<file path="config.mk">
export PLATFORM = sky130hd
export DESIGN_NAME = vec_mul_sequencer_flat
export DESIGN_NICKNAME = d
export VERILOG_FILES = /design/src/rtl/vec_mul_pkg.sv /design/src/rtl/vec_mul_sequencer_if.sv /design/src/rtl/vec_mul_sequencer_delay.sv /design/src/rtl/vec_mul_sequencer.sv /design/src/flat_wrapper.sv
export SDC_FILE = /design/constraint.sdc
export NUM_CORES = 1
export LEC_CHECK = 0
export CAP_MARGIN = 10
export CORE_UTILIZATION = 58
export CTS_BUF_LIST = sky130_fd_sc_hd__clkbuf_8 sky130_fd_sc_hd__clkbuf_16
export DETAILED_ROUTE_END_ITERATION = 8
export HOLD_SLACK_MARGIN = 0.03
export PLACE_DENSITY = 0.88
export SETUP_SLACK_MARGIN = 0.15
export SYNTH_ARGS = -nofsm -noshare
export SYNTH_HDL_FRONTEND = slang
export SYNTH_SLANG_ARGS = --single-unit
</file>
<file path="constraint.sdc">
create_clock -name clk -period 4.6 [get_ports clk]
set_clock_uncertainty 0.2 [all_clocks]
set_input_delay 0.92 -clock clk [delete_from_list [all_inputs] [get_ports clk]]
set_output_delay 0.92 -clock clk [all_outputs]
set_load 0.1 [all_outputs]
</file>
<file path="src/rtl/vec_mul_pkg.sv">
// Shared types and default geometry for the vector-multiplier job sequencer.
// Imported by the sequencer, its interface and its delay line.
package vec_mul_pkg;

  localparam int ADDRESSSIZE_DEF = 10;
  localparam int PIPE_LAT_DEF    = 2;
  localparam int RELOAD_CYC_DEF  = 1;

  typedef enum logic [2:0] {
    IDLE   = 3'd0,
    WAIT_W = 3'd1,
    RELOAD = 3'd2,
    STREAM = 3'd3,
    DRAIN  = 3'd4,
    DONE   = 3'd5
  } seq_state_e;

endpackage

</file>
<file path="src/rtl/vec_mul_sequencer_if.sv">
// Datapath-facing bundle of the sequencer: Weight FIFO, PE reload, UB reads
// and Result SRAM writes. The master side is the sequencer.
interface vec_mul_sequencer_if
  import vec_mul_pkg::*;
#(
  parameter int ADDRESSSIZE = ADDRESSSIZE_DEF
);

  logic                   fifo_empty;
  logic                   fifo_read_enable;
  logic                   weight_reload;
  logic [ADDRESSSIZE-1:0] ub_address;
  logic                   ub_valid;
  logic                   res_write_enable;
  logic [ADDRESSSIZE-1:0] res_address;

  modport master (
    input  fifo_empty,
    output fifo_read_enable,
    output weight_reload,
    output ub_address,
    output ub_valid,
    output res_write_enable,
    output res_address
  );

  modport slave (
    output fifo_empty,
    input  fifo_read_enable,
    input  weight_reload,
    input  ub_address,
    input  ub_valid,
    input  res_write_enable,
    input  res_address
  );

endinterface

</file>
<file path="src/rtl/vec_mul_sequencer_delay.sv">
// Fixed-depth valid shift register built from plain dff stages; clear empties
// every stage on the next edge so in-flight issues never turn into writes.
module valid_delay_line
  import vec_mul_pkg::*;
#(
  parameter int DEPTH = PIPE_LAT_DEF
)(
  input  logic clk,
  input  logic rst,
  input  logic clear,
  input  logic vld_in,
  output logic vld_out
);

  logic [DEPTH-1:0] vld_p;

  if (DEPTH == 1) begin : g_single
    always_ff @(posedge clk) begin
      if (rst || clear) vld_p <= '0;
      else              vld_p <= vld_in;
    end
  end else begin : g_chain
    always_ff @(posedge clk) begin
      if (rst || clear) vld_p <= '0;
      else              vld_p <= {vld_p[DEPTH-2:0], vld_in};
    end
  end

  assign vld_out = vld_p[DEPTH-1];

endmodule

</file>
<file path="src/rtl/vec_mul_sequencer.sv">
// Runs one matrix-vector job: pop a weight tile, reload the PE array, stream
// N UB addresses and write each delayed result into Result SRAM.
module vec_mul_sequencer
  import vec_mul_pkg::*;
#(
  parameter int ADDRESSSIZE = ADDRESSSIZE_DEF,
  parameter int PIPE_LAT    = PIPE_LAT_DEF,
  parameter int RELOAD_CYC  = RELOAD_CYC_DEF
)(
  input  logic                   clk,
  input  logic                   rstn,
  input  logic                   start,
  input  logic                   abort,
  input  logic [ADDRESSSIZE-1:0] vec_count,
  input  logic [ADDRESSSIZE-1:0] src_base,
  input  logic [ADDRESSSIZE-1:0] dst_base,
  output logic                   busy,
  output logic                   done,
  vec_mul_sequencer_if.master    dp
);

  localparam int             RW          = (RELOAD_CYC > 1) ? $clog2(RELOAD_CYC) : 1;
  localparam logic [RW-1:0]  RELOAD_LAST = RW'(RELOAD_CYC - 1);
  localparam logic [ADDRESSSIZE-1:0] ONE = ADDRESSSIZE'(1);

  seq_state_e state_q, state_d;

  logic [ADDRESSSIZE-1:0] vec_count_q, src_base_q, dst_base_q;
  logic [ADDRESSSIZE-1:0] issue_cnt_q, wr_cnt_q;
  logic [RW-1:0]          reload_cnt_q;

  logic job_start, issue_now, write_now, last_issue, last_write;

  assign job_start  = (state_q == IDLE) && start && !abort;
  assign issue_now  = (state_q == STREAM);
  assign last_issue = (issue_cnt_q == vec_count_q - ONE);
  assign last_write = write_now && (wr_cnt_q + ONE == vec_count_q);

  always_ff @(posedge clk) begin
    if (rstn) state_q <= IDLE;
    else      state_q <= state_d;
  end

  always_comb begin
    state_d = state_q;
    if (abort) begin
      state_d = IDLE;
    end else begin
      unique case (state_q)
        IDLE:    if (start) state_d = (vec_count == '0) ? DONE : WAIT_W;
        WAIT_W:  if (!dp.fifo_empty) state_d = RELOAD;
        RELOAD:  if (reload_cnt_q == RELOAD_LAST) state_d = STREAM;
        STREAM:  if (last_issue) state_d = DRAIN;
        DRAIN:   if (last_write) state_d = DONE;
        DONE:    state_d = IDLE;
        default: state_d = IDLE;
      endcase
    end
  end

  // Job parameters are plain data: captured once per accepted start.
  always_ff @(posedge clk) begin
    if (job_start) begin
      vec_count_q <= vec_count;
      src_base_q  <= src_base;
      dst_base_q  <= dst_base;
    end
  end

  always_ff @(posedge clk) begin
    if (rstn || abort || job_start) begin
      reload_cnt_q <= '0;
      issue_cnt_q  <= '0;
      wr_cnt_q     <= '0;
    end else begin
      if (state_q == RELOAD) reload_cnt_q <= reload_cnt_q + RW'(1);
      if (issue_now)         issue_cnt_q  <= issue_cnt_q + ONE;
      if (write_now)         wr_cnt_q     <= wr_cnt_q + ONE;
    end
  end

  // Write path: issue strobe delayed by the datapath latency, independent of state.
  valid_delay_line #(
    .DEPTH (PIPE_LAT)
  ) u_vld_delay (
    .clk     (clk),
    .rst     (rstn),
    .clear   (abort),
    .vld_in  (issue_now),
    .vld_out (write_now)
  );

  assign busy = (state_q != IDLE);
  assign done = (state_q == DONE);

  assign dp.fifo_read_enable = (state_q == WAIT_W) && !dp.fifo_empty;
  assign dp.weight_reload    = (state_q == RELOAD);
  assign dp.ub_valid         = issue_now;
  assign dp.ub_address       = issue_now ? src_base_q + issue_cnt_q : '0;
  assign dp.res_write_enable = write_now;
  assign dp.res_address      = write_now ? dst_base_q + wr_cnt_q : '0;

endmodule

</file>
<file path="src/flat_wrapper.sv">
// flat-port wrapper written by rule: the top's interface ports become plain ports
module vec_mul_sequencer_flat import vec_mul_pkg::*;
#(
  parameter int ADDRESSSIZE = ADDRESSSIZE_DEF,
  parameter int PIPE_LAT    = PIPE_LAT_DEF,
  parameter int RELOAD_CYC  = RELOAD_CYC_DEF
)
  (clk, rstn, start, abort, vec_count, src_base, dst_base, busy, done, dp_fifo_empty, dp_fifo_read_enable, dp_weight_reload, dp_ub_address, dp_ub_valid, dp_res_write_enable, dp_res_address);
  vec_mul_sequencer_if #(.ADDRESSSIZE(ADDRESSSIZE)) dp_i ();
  input  logic clk;
  input  logic rstn;
  input  logic start;
  input  logic abort;
  input  logic [ADDRESSSIZE-1:0] vec_count;
  input  logic [ADDRESSSIZE-1:0] src_base;
  input  logic [ADDRESSSIZE-1:0] dst_base;
  output logic busy;
  output logic done;
  input wire logic [$bits(dp_i.fifo_empty)-1:0] dp_fifo_empty;
  output wire logic [$bits(dp_i.fifo_read_enable)-1:0] dp_fifo_read_enable;
  output wire logic [$bits(dp_i.weight_reload)-1:0] dp_weight_reload;
  output wire logic [$bits(dp_i.ub_address)-1:0] dp_ub_address;
  output wire logic [$bits(dp_i.ub_valid)-1:0] dp_ub_valid;
  output wire logic [$bits(dp_i.res_write_enable)-1:0] dp_res_write_enable;
  output wire logic [$bits(dp_i.res_address)-1:0] dp_res_address;
  assign dp_i.fifo_empty = dp_fifo_empty;
  assign dp_fifo_read_enable = dp_i.fifo_read_enable;
  assign dp_weight_reload = dp_i.weight_reload;
  assign dp_ub_address = dp_i.ub_address;
  assign dp_ub_valid = dp_i.ub_valid;
  assign dp_res_write_enable = dp_i.res_write_enable;
  assign dp_res_address = dp_i.res_address;
  vec_mul_sequencer #(.ADDRESSSIZE(ADDRESSSIZE), .PIPE_LAT(PIPE_LAT), .RELOAD_CYC(RELOAD_CYC)) u_core (.clk(clk), .rstn(rstn), .start(start), .abort(abort), .vec_count(vec_count), .src_base(src_base), .dst_base(dst_base), .busy(busy), .done(done), .dp(dp_i));
endmodule
</file>
==> results of run 1 <==
==> worst reg2reg max path: stages (launching register included) <==
cell and delay [ns]:
dfxtp_1 0.52, ha_1 0.35, nand3_1 0.20, a2111oi_2 0.35
nor3_1 0.12, a2111oi_2 0.34, a31oi_1 0.17, o41ai_2 0.20
==> worst max path at each step <==
stage	end	slack [ns]	cells past startpoint
final	dp_ub_address[8]	0.54	9
after global routing	dp_ub_address[8]	0.43	9
after CTS	dp_ub_address[8]	0.52	9
after detailed placement	dp_ub_address[8]	0.87	9
after global placement	dp_ub_address[8]	0.96	9
after floorplan	dp_ub_address[8]	0.28	8
==> sequential cells by signal, indices dropped and copies added (netlist names) <==
register,count
u_core.wr_cnt_q,10
u_core.u_vld_delay.vld_p,2
u_core.dst_base_q,10
u_core.src_base_q,10
u_core.reload_cnt_q,1
u_core.vec_count_q,10
u_core.issue_cnt_q,10
u_core.state_q,3
==> kinds of logic after synthesis <==
group	Yosys count
xor+xnor	51
fa+ha+maj	23
buf+inv	30
flops	56
compound gates	67
simple gates	134
mux	3
==> power groups by stage <==
| stage | Sequential [mW] | Clock [mW] | Combinational (mW) |
|---|---|---|---|
| CTS | 0.555 | 0.250 | 0.108 |
| global placement | 0.566 | 0 | 0.104 |
| floorplan | 0.560 | 0 | 0.0675 |
| finish | 0.555 | 0.242 | 0.107 |
| global route | 0.557 | 0.266 | 0.116 |
| detailed placement | 0.567 | 0 | 0.107 |
==> layout make-up <==
cell class                      count  area, µm²
Tap cell                           75       93.8
Clock buffer                        5       68.8
Sequential cell                    56       1420
Clock inverter                      3       11.3
Multi-Input combinational cell    278       2030
Timing Repair Buffer               62        563
Inverter                           13       48.8
Fill cell                         450       1680
==> metal layers <==
layer	track usage (%)	vias up
met4	7.50	0
met3	3.41	16
met5	0	-
met2	44.8	68
li1	-	1435
met1	27.7	1363
==> through the flow <==
stage               hold slack, ns  total power [mW]
finish                       0.241             0.904
global route                 0.277             0.940
CTS                          0.244             0.912
detailed placement           0.223             0.674
global placement             0.211             0.670
floorplan                    0.206             0.627
==> layout by cell type, fill, tap and decap left out, drive strengths merged, types with 5 or more instances in the layout <==
cell / Yosys / routed
inv: 13 / 14
a21o: 6 / 6
nor3: 16 / 16
clkbuf: 9 / 5
nor2b: 6 / 6
nand3: 10 / 10
nand2: 14 / 14
nor4: 7 / 7
dfxtp: 26 / 26
nand4: 7 / 7
buf: 8 / 23
and2: 8 / 8
edfxtp: 30 / 30
and3: 6 / 6
nor3b: 5 / 5
xor2: 20 / 20
clkdlybuf4s50: 0 / 39
ha: 21 / 21
xnor2: 31 / 31
o21ai: 10 / 10
a21oi: 15 / 15
nor2: 36 / 36
==> run metrics, run 1 <==
core box area=between 0.005 and 0.006 mm²; Pre-Repair DR Iteration Count=4; Reg-to-Reg Start=u_core.wr_cnt_q[0]; P_sw=just over 200 µW; fin worst setup slack=around 0.54 ns; Synth Area in Compound Gates=14.3%; Synth Area in Simple Gates=about 20%; Cell Area, Placed=0.00416 mm²; CP Data Required Time=3.48 ns; largest family of logic cells by synthesized area=simple AND/OR/NAND/NOR gates; CTS tree=done; Register-to-Register Setup Slack=roughly 2 ns; non-filler instance count after layout=just under 500; placed cells=approximately 480; clock network fraction of total power=approximately a quarter; wl on met1=about 3000 µm; H-tree Lvls=2; hold_sp=u_core.u_vld_delay.vld_p[0]; Yosys top cell area share=roughly 25%; Synth Instances=364; CP Launch Type=flip-flop; Top delay family on crit path=compound AO/OA/AOI/OAI gates; status=finished, final reports clean; maximum VDD drop=roughly 0.13 mV; number of global-route vias before repair=roughly 2800; Worst setup EP type=output port; CTS Buf Count=5; I/O Pins=61; initial DRC count=~120; mux share of post-synthesis cell area=less than 1%; wire per inst=between 10 and 15 µm; total die area=around 0.0065 mm²; switch share=a little under a quarter; syn avg cell area=9.79 µm²; total setup buffers inserted after CTS=0; Worst-Margin Slew=about 0.97 ns; DRT Wirelength=~7000 µm; Die Y=roughly 80 µm; Sink Count=56; MaxCap Viol Count=0; synthesized cell area=roughly 0.0036 mm²; xor-xnor portion of the synthesized cell area=between 10% and 20%; clk buf depth=2; fin nets=roughly 470; Seq/Total Area, Yosys=39.9%; worst skew pair latency=0.30 ns; Pint=about 700 µW; Port-buffer cells=60; fraction of the mapped netlist area in adder cells=8.50%; Hold Crit Depth=1; PwrDens=213 mW/mm²; ratio of cells with drive above 1 in the final layout=around 11%; cell chosen for the clock root=clkbuf_8; sequential cell fraction of total power=between 60 and 70%; worst-path cell chain=ha_1, fa_1, a21o_1, a21oi_1, o21bai_1, a2111o_1, and3_1, nor3_2, buf_4; hold-fix buffers at CTS=0; asr flop ratio synth=0%; Reg clk slew, reported paths=roughly 0.09 ns; critical path's largest stage delay=roughly 0.43 ns; Slew Limit Fails=0; post-synth top area cell=edfxtp_1; min-delay worst type=flip-flop to flip-flop; combinational power share=11.9%; number of synthesized flops with an enable pin=30; Final period util=between 80% and 90%; minimum clock period=4.06 ns; DP Worst Slack=between 0.8 and 0.9 ns; Post-synth top cells=nor2_1 (35), xnor2_1 (31), edfxtp_1 (30); fin util=a little over 70%; Slew HR=a little over a third; GP Congestion=between 0.8 and 0.9; HPWL Detailed=5620 µm; YS warnings=0; Final setup viols=0; Final Hold Viols=0; RR Endpoint=u_core.state_q[0]; Post-DRT Antenna Nets=0; Design Area, Final=roughly 0.0042 mm²; Area contributors post-synth=edfxtp_1 (25%), dfxtp_1 (15%), xnor2_1 (7.6%), ha_1 (7.4%), xor2_1 (4.9%); Setup TNS=0 ns; count leader, synth=nor2_1; first-pass GRT wire length=12100 µm; count of different cell masters after synthesis=60; Setup CP Type=flip-flop to output port; Worst Reg-to-Reg Cells=7; DRC Markers=0; grt ovf=0; # diodes=0; DR vias/cell=slightly below 6; Crit Path Max Fanout=5; Main synth FF type=edfxtp_1; area grow syn2layout=19.0%; Peak Freq=247 MHz; Vias=a little under 3000; P_leak=roughly 1.6 nW; RSZ-0062 raised after global routing=false; CP Buf/Inv Count=1; Critical Path Source=u_core.issue_cnt_q[0]; routed length on met3=between 200 and 250 µm; Rows=28; Starting Density=about 60%; PostCTS Resize Cnt=0; Top Metal Used=met4; Mapped Nets=roughly 420; slowest CP cell=a2111o_1; Total Routing Usage GR=a little under a quarter; Die X=about 80 µm; Hold EP=u_core.u_vld_delay.vld_p[1]; initial antenna violation count=0; Yosys reg bits=56; met2 wire length=3720 µm; pin count of the biggest net entering global routing=22; CP Data Arrival Time=roughly 3 ns
Power figures use the tool's default switching activity.
==> run 2: changes to the inputs <==
Settings changed: GPL_ROUTABILITY_DRIVEN from default to 0.
==> results of run 2 <==
Same layout as run 1: the final DEF is identical, and so are final timing and power.
==> run 3: changes to the inputs <==
Settings changed: CORE_UTILIZATION 58 to 48, PLACE_DENSITY 0.88 to 0.78.
Clock period 4.6 ns to 3.7 ns, I/O delays scaled along.
==> run 3 against run 2 <==
Against the previous run:
- the run now ends with design-rule violations left
- total power up 26%
- hold slack improved by 0.0075 ns
- sequential power up 25%
- wire length up 6.3%
- critical path depth stayed put
- cell count increased by 5.3%
- clock power rose by 30%
- clock-buffer cell count unchanged
- global-route usage decreased by 3.4 points
- sequential cell count is the same
- critical path type unchanged
==> run metrics, run 3 (same netlist as run 1, synthesis figures left out) <==
Total Routing Usage GR=20.5% (was 23.9%); wl on met1=3270 µm (was 3000 µm); # diodes=0 (unchanged); Total Power=1.14 mW (was 904 µW); initial antenna violation count=0 (unchanged); Crit Path Max Fanout=2 (was 5); Final setup viols=0 (unchanged); RR Endpoint=u_core.state_q[0] (unchanged); CTS Buf Count=5 (unchanged); CP Data Required Time=2.76 ns (was 3.48 ns); critical path's largest stage delay=0.39 ns (was 0.43 ns); Pre-Repair DR Iteration Count=6 (was 4); wire per inst=14.6 µm (was 14.5 µm); slowest CP cell=a2111o_1 (unchanged); failing checks=design-rule violations; Final Hold Viols=0 (unchanged); core box area=0.00721 mm² (was 0.00592 mm²); worst-path cell chain=ha_2, fa_2, a21o_1, a21oi_2, o21bai_1, a2111o_1, and3_4, nor3_4, buf_12 (was ha_1, fa_1, a21o_1, a21oi_1, o21bai_1, a2111o_1, and3_1, nor3_2, buf_4); fin util=63.0% (was 71.6%); commonest non-fill, non-tap cell in the layout=clkdlybuf4s50_1 (unchanged); fin nets=477 (was 474); DP Worst Slack=0.199 ns (was 0.874 ns); hold-fix buffers at CTS=0 (unchanged); H-tree Lvls=2 (unchanged); Worst Reg-to-Reg Cells=8 (was 7); Stages on worst setup path=9 (unchanged); Peak Freq=roughly 280 MHz; RSZ-0062 raised after global routing=true (was false); CP Launch Type=flip-flop (unchanged); status=finished with violations (was finished, final reports clean); met2 wire length=3950 µm (was 3720 µm); non-filler instance count after layout=518 (was 492); Starting Density=49.4% (was 60.2%); Port-buffer cells=60 (unchanged); Rows=31 (was 28); Worst-Margin Slew=0.734 ns (was 0.969 ns); Vias=2846 (was 2882); MaxCap Viol Count=0 (unchanged); fin worst setup slack=0.146 ns (was 0.544 ns); most frequent cells in the layout=clkdlybuf4s50_1 (34), xnor2_1 (31), edfxtp_1 (30) (was clkdlybuf4s50_1 (39), nor2_1 (34), xnor2_1 (31)); DRT Wirelength=7570 µm (was 7120 µm); min-delay worst type=flip-flop to flip-flop (unchanged); P_leak=1.70 nW (was 1.62 nW); Setup CP Type=flip-flop to output port (unchanged); pin count of the biggest net entering global routing=31 (was 22); HPWL Detailed=5680 µm (was 5620 µm); Final period util=a little over nine tenths; Die Y=88.2 µm (was 80.4 µm); Post-DRT Antenna Nets=0 (unchanged); Design Area, Final=0.00455 mm² (was 0.00424 mm²); Worst setup EP type=output port (unchanged); PwrDens=251 mW/mm² (was 213 mW/mm²); Die X=88.2 µm (was 80.4 µm); Setup TNS=0 ns (unchanged); Setup crit end=dp_ub_address[8] (unchanged); maximum VDD drop=0.108 mV (was 0.126 mV); DRC Markers=2 (was 0); Sink Count=56 (unchanged); initial DRC count=106 (was 116); worst skew pair latency=0.31 ns (was 0.30 ns); area grow syn2layout=27.6% (was 19.0%); Reg-to-Reg Start=u_core.vec_count_q[0] (was u_core.wr_cnt_q[0]); number of global-route vias before repair=2712 (was 2786); Register-to-Register Setup Slack=1.14 ns (was 2.05 ns); Reg clk slew, reported paths=0.09 ns (about the same); Hold WS=0.248 ns (was 0.241 ns); DR vias/cell=5.49 (was 5.86); Slew Limit Fails=0 (unchanged); clk buf depth=2 (unchanged); placed cells=510 (was 484); first-pass GRT wire length=12400 µm (was 12100 µm); routed length on met3=209 µm (was 239 µm); CP Data Arrival Time=2.61 ns (was 2.94 ns); Top delay family on crit path=compound AO/OA/AOI/OAI gates (unchanged); Top Metal Used=met4 (unchanged); ratio of cells with drive above 1 in the final layout=18.6% (was 11.3%); CP Buf/Inv Count=1 (unchanged); Fillers=613 (was 450); CTS tree=done (unchanged); Slew HR=51.0% (was 35.2%); Hold Crit Depth=1 (unchanged); total die area=0.00777 mm² (was 0.00646 mm²); Critical Path Source=u_core.src_base_q[0] (was u_core.issue_cnt_q[0]); grt ovf=0 (unchanged); minimum clock period=between 3 and 4 ns; cell chosen for the clock root=clkbuf_8 (unchanged); Cell Area, Placed=0.00439 mm² (was 0.00416 mm²); I/O Pins=61 (unchanged)
==> run 3: report_power, final <==
| part | switching [mW] | internal (mW) | total [mW] |
|---|---|---|---|
| Clock | 0.188 | 0.127 | 0.315 |
| Combinational | 0.0708 | 0.0661 | 0.137 |
| Sequential | 0.0165 | 0.675 | 0.691 |
==> run 3: worst min path at each step <==
| stage | from | end | slack [ns] |
|---|---|---|---|
| floorplan | u_core.u_vld_delay.vld_p[0] | u_core.u_vld_delay.vld_p[1] | 0.21 |
| global placement | u_core.u_vld_delay.vld_p[0] | u_core.u_vld_delay.vld_p[1] | 0.21 |
| detailed placement | u_core.u_vld_delay.vld_p[0] | u_core.u_vld_delay.vld_p[1] | 0.23 |
| CTS | u_core.u_vld_delay.vld_p[0] | u_core.u_vld_delay.vld_p[1] | 0.25 |
| global route | u_core.u_vld_delay.vld_p[0] | u_core.u_vld_delay.vld_p[1] | 0.26 |
| finish | u_core.u_vld_delay.vld_p[0] | u_core.u_vld_delay.vld_p[1] | 0.25 |
==> run 3: per-layer routing <==
metal	vias up	GRT usage, %
met5	-	0
met4	0	6.60
met3	10	3.20
met2	53	38.5
met1	1347	23.7
li1	1436	-
==> run 3: what timing repair did <==
action,in CTS,in global routing
buffers inserted,0,1
pin swaps,3,5
resized for setup,11,7
setup endpoints to repair,5,6
==> run 3: cell type report <==
class | count | area [µm²] | share of cell area (%)
timing repair buffer | 65 | 711 | 15.6
tap | 99 | 124 | 2.72
inverter | 13 | 48.8 | 1.07
clock buffer | 5 | 68.8 | 1.51
sequential | 56 | 1430 | 31.3
clock inverter | 2 | 8.76 | 0.193
multi-input combinational | 278 | 2160 | 47.5
